===== config.mk =====
export PLATFORM = sky130hd
export DESIGN_NAME = yutorina_pbus_flat
export DESIGN_NICKNAME = d
export VERILOG_FILES = /design/src/rtl/yutorina_pbus_if.sv /design/src/rtl/yutorina_pbus.sv /design/src/flat_wrapper.sv
export SDC_FILE = /design/constraint.sdc
export NUM_CORES = 1
export LEC_CHECK = 0
export ABC_AREA = 1
export CAP_MARGIN = 20
export CORE_AREA = 3 3 245 247
export CTS_BUF_LIST = sky130_fd_sc_hd__clkbuf_8
export CTS_CLUSTER_DIAMETER = 120
export DETAILED_ROUTE_END_ITERATION = 12
export DIE_AREA = 0 0 248 250
export PLACE_DENSITY = 0.36
export SYNTH_ARGS = -nofsm -noshare
export SYNTH_HDL_FRONTEND = slang
export SYNTH_SLANG_ARGS = --single-unit

===== constraint.sdc =====
create_clock -name clk -period 6.2 [get_ports clk]
set_input_delay 0.93 -clock clk [delete_from_list [all_inputs] [get_ports clk]]
set_output_delay 0.93 -clock clk [all_outputs]
set_load 0.02 [all_outputs]

===== src/rtl/yutorina_pbus_if.sv =====
// Bus bundle for the yutorina peripheral bus. "master" is the surrounding system
// (bus masters plus slave devices); "slave" is the arbiter/mux that serves them.
interface yutorina_pbus_if #(
  parameter int M_NUM  = 4,
  parameter int S_NUM  = 8,
  parameter int ADDR_W = 30,
  parameter int DATA_W = 32
);
  logic [M_NUM-1:0]        m_req_;
  logic [M_NUM*ADDR_W-1:0] m_addr;
  logic [M_NUM-1:0]        m_as_;
  logic [M_NUM-1:0]        m_rw;
  logic [M_NUM*DATA_W-1:0] m_w_data;
  logic [M_NUM-1:0]        m_grnt_;
  logic [DATA_W-1:0]       m_r_data;
  logic                    m_rdy_;
  logic                    m_err;
  logic [ADDR_W-1:0]       s_addr;
  logic                    s_as_;
  logic                    s_rw;
  logic [DATA_W-1:0]       s_w_data;
  logic [S_NUM*DATA_W-1:0] s_r_data;
  logic [S_NUM-1:0]        s_rdy_;
  logic [S_NUM-1:0]        s_cs_;

  modport master (
    output m_req_, m_addr, m_as_, m_rw, m_w_data, s_r_data, s_rdy_,
    input  m_grnt_, m_r_data, m_rdy_, m_err, s_addr, s_as_, s_rw, s_w_data, s_cs_
  );

  modport slave (
    input  m_req_, m_addr, m_as_, m_rw, m_w_data, s_r_data, s_rdy_,
    output m_grnt_, m_r_data, m_rdy_, m_err, s_addr, s_as_, s_rw, s_w_data, s_cs_
  );
endinterface


===== src/rtl/yutorina_pbus.sv =====
// Round-robin multi-master peripheral bus: owner arbitration, request mux,
// address-decoded slave select and a wait counter that raises a bus error.
module yutorina_pbus #(
  parameter int M_NUM   = 4,
  parameter int S_NUM   = 8,
  parameter int ADDR_W  = 30,
  parameter int DATA_W  = 32,
  parameter int TIMEOUT = 15
) (
  input  logic             clk,
  input  logic             rst,
  yutorina_pbus_if.slave   bus
);
  localparam int MW = $clog2(M_NUM);
  localparam int SW = $clog2(S_NUM);

  logic [MW-1:0]     r_owner;
  logic [MW-1:0]     w_next_owner;
  logic [7:0]        r_wait;
  logic [7:0]        w_wait_next;
  logic              w_owner_req_;
  logic [ADDR_W-1:0] w_addr;
  logic              w_as_;
  logic [SW-1:0]     w_sel;
  logic              w_sel_rdy_;
  logic [DATA_W-1:0] w_sel_data;
  logic              w_timeout;

  // Request mux: everything the slave side sees comes from the current owner.
  always_comb begin
    w_owner_req_   = 1'b1;
    w_addr         = '0;
    w_as_          = 1'b1;
    bus.s_rw       = 1'b0;
    bus.s_w_data   = '0;
    bus.m_grnt_    = '1;
    for (int j = 0; j < M_NUM; j++) begin
      if (r_owner == MW'(j)) begin
        w_owner_req_   = bus.m_req_[j];
        w_addr         = bus.m_addr[j*ADDR_W +: ADDR_W];
        w_as_          = bus.m_as_[j];
        bus.s_rw       = bus.m_rw[j];
        bus.s_w_data   = bus.m_w_data[j*DATA_W +: DATA_W];
        bus.m_grnt_[j] = 1'b0;
      end
    end
  end

  assign bus.s_addr = w_addr;
  assign bus.s_as_  = w_as_;

  // Round-robin: the requester at the smallest circular distance after the owner wins.
  always_comb begin : arb
    int d;
    int best;
    d            = 0;
    best         = M_NUM;
    w_next_owner = r_owner;
    if (w_owner_req_) begin
      for (int j = 0; j < M_NUM; j++) begin
        d = j - int'(r_owner);
        if (d <= 0) d = d + M_NUM;
        if (!bus.m_req_[j] && d < best) begin
          best         = d;
          w_next_owner = MW'(j);
        end
      end
    end
  end

  assign w_sel = w_addr[ADDR_W-1 -: SW];

  always_comb begin
    w_sel_rdy_ = 1'b1;
    w_sel_data = '0;
    for (int k = 0; k < S_NUM; k++) begin
      if (w_sel == SW'(k)) begin
        w_sel_rdy_ = bus.s_rdy_[k];
        w_sel_data = bus.s_r_data[k*DATA_W +: DATA_W];
      end
    end
  end

  // A slave answering in the timeout cycle wins over the error.
  assign w_timeout = (r_wait == 8'(TIMEOUT)) && w_sel_rdy_;

  always_comb begin
    bus.m_err    = w_timeout;
    bus.m_rdy_   = w_timeout ? 1'b0 : w_sel_rdy_;
    bus.m_r_data = w_timeout ? '0 : w_sel_data;
    bus.s_cs_    = '1;
    for (int k = 0; k < S_NUM; k++) begin
      if (!w_timeout && w_sel == SW'(k)) bus.s_cs_[k] = 1'b0;
    end
  end

  always_comb begin
    if (w_next_owner != r_owner || w_as_ || !w_sel_rdy_ || w_timeout)
      w_wait_next = 8'd0;
    else
      w_wait_next = r_wait + 8'd1;
  end

  always_ff @(posedge clk or posedge rst) begin
    if (rst) begin
      r_owner <= '0;
      r_wait  <= 8'd0;
    end else begin
      r_owner <= w_next_owner;
      r_wait  <= w_wait_next;
    end
  end
endmodule


===== src/flat_wrapper.sv =====
// flat-port wrapper written by rule: the top's interface ports become plain ports
module yutorina_pbus_flat 
#(
  parameter int M_NUM   = 4,
  parameter int S_NUM   = 8,
  parameter int ADDR_W  = 30,
  parameter int DATA_W  = 32,
  parameter int TIMEOUT = 15
)
  (clk, rst, bus_m_req_, bus_m_addr, bus_m_as_, bus_m_rw, bus_m_w_data, bus_s_r_data, bus_s_rdy_, bus_m_grnt_, bus_m_r_data, bus_m_rdy_, bus_m_err, bus_s_addr, bus_s_as_, bus_s_rw, bus_s_w_data, bus_s_cs_);
  yutorina_pbus_if #(.M_NUM(M_NUM), .S_NUM(S_NUM), .ADDR_W(ADDR_W), .DATA_W(DATA_W)) bus_i ();
  input  logic clk;
  input  logic rst;
  input wire logic [$bits(bus_i.m_req_)-1:0] bus_m_req_;
  input wire logic [$bits(bus_i.m_addr)-1:0] bus_m_addr;
  input wire logic [$bits(bus_i.m_as_)-1:0] bus_m_as_;
  input wire logic [$bits(bus_i.m_rw)-1:0] bus_m_rw;
  input wire logic [$bits(bus_i.m_w_data)-1:0] bus_m_w_data;
  input wire logic [$bits(bus_i.s_r_data)-1:0] bus_s_r_data;
  input wire logic [$bits(bus_i.s_rdy_)-1:0] bus_s_rdy_;
  output wire logic [$bits(bus_i.m_grnt_)-1:0] bus_m_grnt_;
  output wire logic [$bits(bus_i.m_r_data)-1:0] bus_m_r_data;
  output wire logic [$bits(bus_i.m_rdy_)-1:0] bus_m_rdy_;
  output wire logic [$bits(bus_i.m_err)-1:0] bus_m_err;
  output wire logic [$bits(bus_i.s_addr)-1:0] bus_s_addr;
  output wire logic [$bits(bus_i.s_as_)-1:0] bus_s_as_;
  output wire logic [$bits(bus_i.s_rw)-1:0] bus_s_rw;
  output wire logic [$bits(bus_i.s_w_data)-1:0] bus_s_w_data;
  output wire logic [$bits(bus_i.s_cs_)-1:0] bus_s_cs_;
  assign bus_i.m_req_ = bus_m_req_;
  assign bus_i.m_addr = bus_m_addr;
  assign bus_i.m_as_ = bus_m_as_;
  assign bus_i.m_rw = bus_m_rw;
  assign bus_i.m_w_data = bus_m_w_data;
  assign bus_i.s_r_data = bus_s_r_data;
  assign bus_i.s_rdy_ = bus_s_rdy_;
  assign bus_m_grnt_ = bus_i.m_grnt_;
  assign bus_m_r_data = bus_i.m_r_data;
  assign bus_m_rdy_ = bus_i.m_rdy_;
  assign bus_m_err = bus_i.m_err;
  assign bus_s_addr = bus_i.s_addr;
  assign bus_s_as_ = bus_i.s_as_;
  assign bus_s_rw = bus_i.s_rw;
  assign bus_s_w_data = bus_i.s_w_data;
  assign bus_s_cs_ = bus_i.s_cs_;
  yutorina_pbus #(.M_NUM(M_NUM), .S_NUM(S_NUM), .ADDR_W(ADDR_W), .DATA_W(DATA_W), .TIMEOUT(TIMEOUT)) u_core (.clk(clk), .rst(rst), .bus(bus_i));
endmodule

==> results.sh <==
export IMPL_status="completed"
export IMPL_cts_root_buf="clkbuf_8"
export IMPL_grt_pass1_vias=9371
export IMPL_p_per_area_nw_per_um2=516.9
export IMPL_cpPeakStageDelay_ns=0.55
export IMPL_crit_cells=18
export IMPL_min_period_ns=5.415
export IMPL_grt_max_degree=108
export IMPL_vias=8810
export IMPL_skew_ns=0.003154
export IMPL_ys_seq_area_frac=0.05356
export IMPL_cpMaxStageDelayCell="clkdlybuf4s50_1"
export IMPL_crit_family="buffers and inverters"
export IMPL_tritoncts="built"
export IMPL_clockBufferDepth=2
export IMPL_whs_path_depth=1
export IMPL_cts_resized=0
export IMPL_gr_total_overflow=0
export IMPL_slew_headroom=0.2413
export IMPL_drt_iter0_markers=362
export IMPL_drc=0
export IMPL_setup_viol=0
export IMPL_min_period_over_period=0.8734
export IMPL_power_total_uw=6132
export IMPL_cp_common_cell="nand2_1"
export IMPL_die_h_microns=250
export IMPL_avgRoutedWirePerCell_microns=22.16
export IMPL_first_pass_iters=5
export IMPL_crit_buf_inv=6
export IMPL_hp_class="reg -> reg"
export IMPL_worstRegToRegCells=15
export IMPL_hold_violations=0
export IMPL_fp_dieW_microns=248
export IMPL_postRouteAntennaNets=0
export IMPL_post_cts_setup_buffers=0
export IMPL_critPathMaxFanout=27
export IMPL_yosysUniqueCellTypes=40
export IMPL_wl_microns=49170
export IMPL_layout_drive_gt1_share=0.03308
export IMPL_antenna_found_initial=17
export IMPL_initial_core_util=0.08082
export IMPL_drv_slew=0
export IMPL_num_fill_cells=6611
export IMPL_hold_buffers=0
export IMPL_gp_congestion=0.8710
export IMPL_grt_usage=0.1473
export IMPL_cp_cell_sequence="inv_1 -> ha_2 -> nor2_4 -> nand2_1 -> nand2_1 -> a22oi_4 -> inv_2 -> nand2_1 -> buf_4 -> inv_1 -> buf_12 -> a21oi_1 -> nand4_1 -> o21ai_1 -> nand3_1 -> o21ai_1 -> nor2_1 -> clkdlybuf4s50_1"
export IMPL_dpl_hpwl_microns=41790
export IMPL_max_freq_mhz=184.7
export IMPL_fp_coreArea_sq_um=57810
export IMPL_max_slew_worst_pin_slew_ns=1.138
export IMPL_numCtsBuffers=3
export IMPL_vias_per_cell=3.970
export IMPL_io_pins=636
export IMPL_nets=1992
export IMPL_area_growth_pct=153.9
export IMPL_cts_sinks=10
export IMPL_port_buffer_count=635
export IMPL_ir_drop_v=0.0004167
export IMPL_crit_path_end_kind="output pin"
export IMPL_avgSynthCellArea_sq_um=5.382
export IMPL_worst_setup_path_start_kind="flip-flop"
export IMPL_num_rows=88
export IMPL_ys_warnings_count=0
export IMPL_clk_latency_ns=0.23
export IMPL_fin_setup_tns_ns=0
export IMPL_setup_worst_path_class="reg -> out"
export IMPL_h_tree_depth=1
export IMPL_dpl_worst_slack_ns=0.9136
export IMPL_cp_arrival_ns=4.48
export IMPL_die_area_sq_um=62000
export IMPL_syn_inst=868
export IMPL_cp_data_required_time_ns=5.27
export IMPL_grt_setup_unrepaired="no"
export IMPL_setup_slack_ns=0.7850
export IMPL_p_leak_uw=0.004344
export IMPL_layout_common_cells="635 x clkdlybuf4s50_1, 265 x nand2_1, 112 x nor2_1"
export IMPL_grt_pass1_wl_microns=66790
export IMPL_final_common_cell="clkdlybuf4s50_1"
export IMPL_syn_area_sq_um=4672
export IMPL_clk_pin_slew_ns=0.04
export IMPL_synth_seq_cells=10
export IMPL_drv_cap=0
export IMPL_synth_nets=1407
==> flip-flops by register name (all words and copies together), names as in the netlist <==
name,flops
u_core.r_wait,8
u_core.r_owner,2
==> where the power goes <==
| group | internal (uW) | switching (uW) | leakage [uW] | total (uW) |
|---|---|---|---|---|
| combinational | 2460 | 3510 | 0.00419 | 5970 |
| sequential | 74.9 | 19.3 | 0.000133 | 94.2 |
| clock | 42.3 | 22.8 | 0.0000216 | 65.1 |
==> through the flow <==
| step | utilization | hold WS, ns | instance area, sq um | cells |
|---|---|---|---|---|
| final | 0.2052 | 0.4581 | 11860 | 2219 |
| after global routing | 0.2052 | 0.4765 | 11860 | 2218 |
| after CTS | 0.2051 | 0.4631 | 11860 | 2216 |
| after detailed placement | 0.2044 | 0.4572 | 11810 | 2213 |
| after global placement | 0.2044 | 0.4506 | 11810 | 2213 |
| after floorplan | - | 0.4329 | 4672 | 868 |
==> logic make-up after synthesis <==
kind of cell    share of synthesized area
flops                             0.05356
buf+inv                            0.1023
simple gates                       0.4360
xor+xnor                          0.01125
other cells                     0.0008027
fa+ha+maj                         0.03482
compound gates                     0.3613
==> layer usage <==
metal,vias up,part of all wire,global-route usage
met5,-,0.0020,0
met4,14,0.023,0.02935
met3,60,0.096,0.04438
met2,436,0.53,0.2925
met1,4067,0.35,0.1488
li1,4233,-,-
==> worst paths after layout <==
path | start | endpoint | slack (ns)
max | u_core.r_owner[1] | bus_m_r_data[3] | 0.79
min in group asynchronous | rst | u_core.r_wait[5] | 1.02
max reg2reg | u_core.r_owner[1] | u_core.r_wait[2] | 2.60
min | u_core.r_wait[0] | u_core.r_wait[0] | 0.46
min reg2reg | u_core.r_wait[0] | u_core.r_wait[0] | 0.46
max in group asynchronous | rst | u_core.r_owner[1] | 4.90
==> cell type report <==
type / count / area [sq um] / area share
repair buffers: 652 / 6496 / 0.5476
inverters: 37 / 138.9 / 0.01171
clock buffers: 3 / 41.29 / 0.003481
multi-input cells: 749 / 3971 / 0.3348
well taps: 765 / 957.2 / 0.08069
diodes: 3 / 7.507 / 0.0006328
flip-flops and latches: 10 / 250.2 / 0.02109
==> synthesized netlist by cell type, drive strengths merged <==
master / instances / area [sq um]
a211oi: 1 / 7.510
a21oi: 70 / 354.1
a221oi: 60 / 525.5
a22oi: 3 / 36.28
a311oi: 1 / 8.760
a31oi: 1 / 6.260
buf: 35 / 200.2
clkbuf: 37 / 138.9
conb: 1 / 3.750
dfrtp: 10 / 250.2
ha: 13 / 162.7
inv: 37 / 138.9
nand2: 269 / 1025
nand3: 42 / 215.2
nand3b: 2 / 15.01
nand4: 35 / 225.2
nor2: 119 / 484.2
nor3: 1 / 16.27
o211ai: 1 / 12.51
o21a: 3 / 22.52
o21ai: 50 / 250.2
o22ai: 1 / 6.260
o31ai: 61 / 457.9
or2: 9 / 56.31
xnor2: 1 / 8.760
xor2: 5 / 43.79
(Power assumes the default switching activity.)
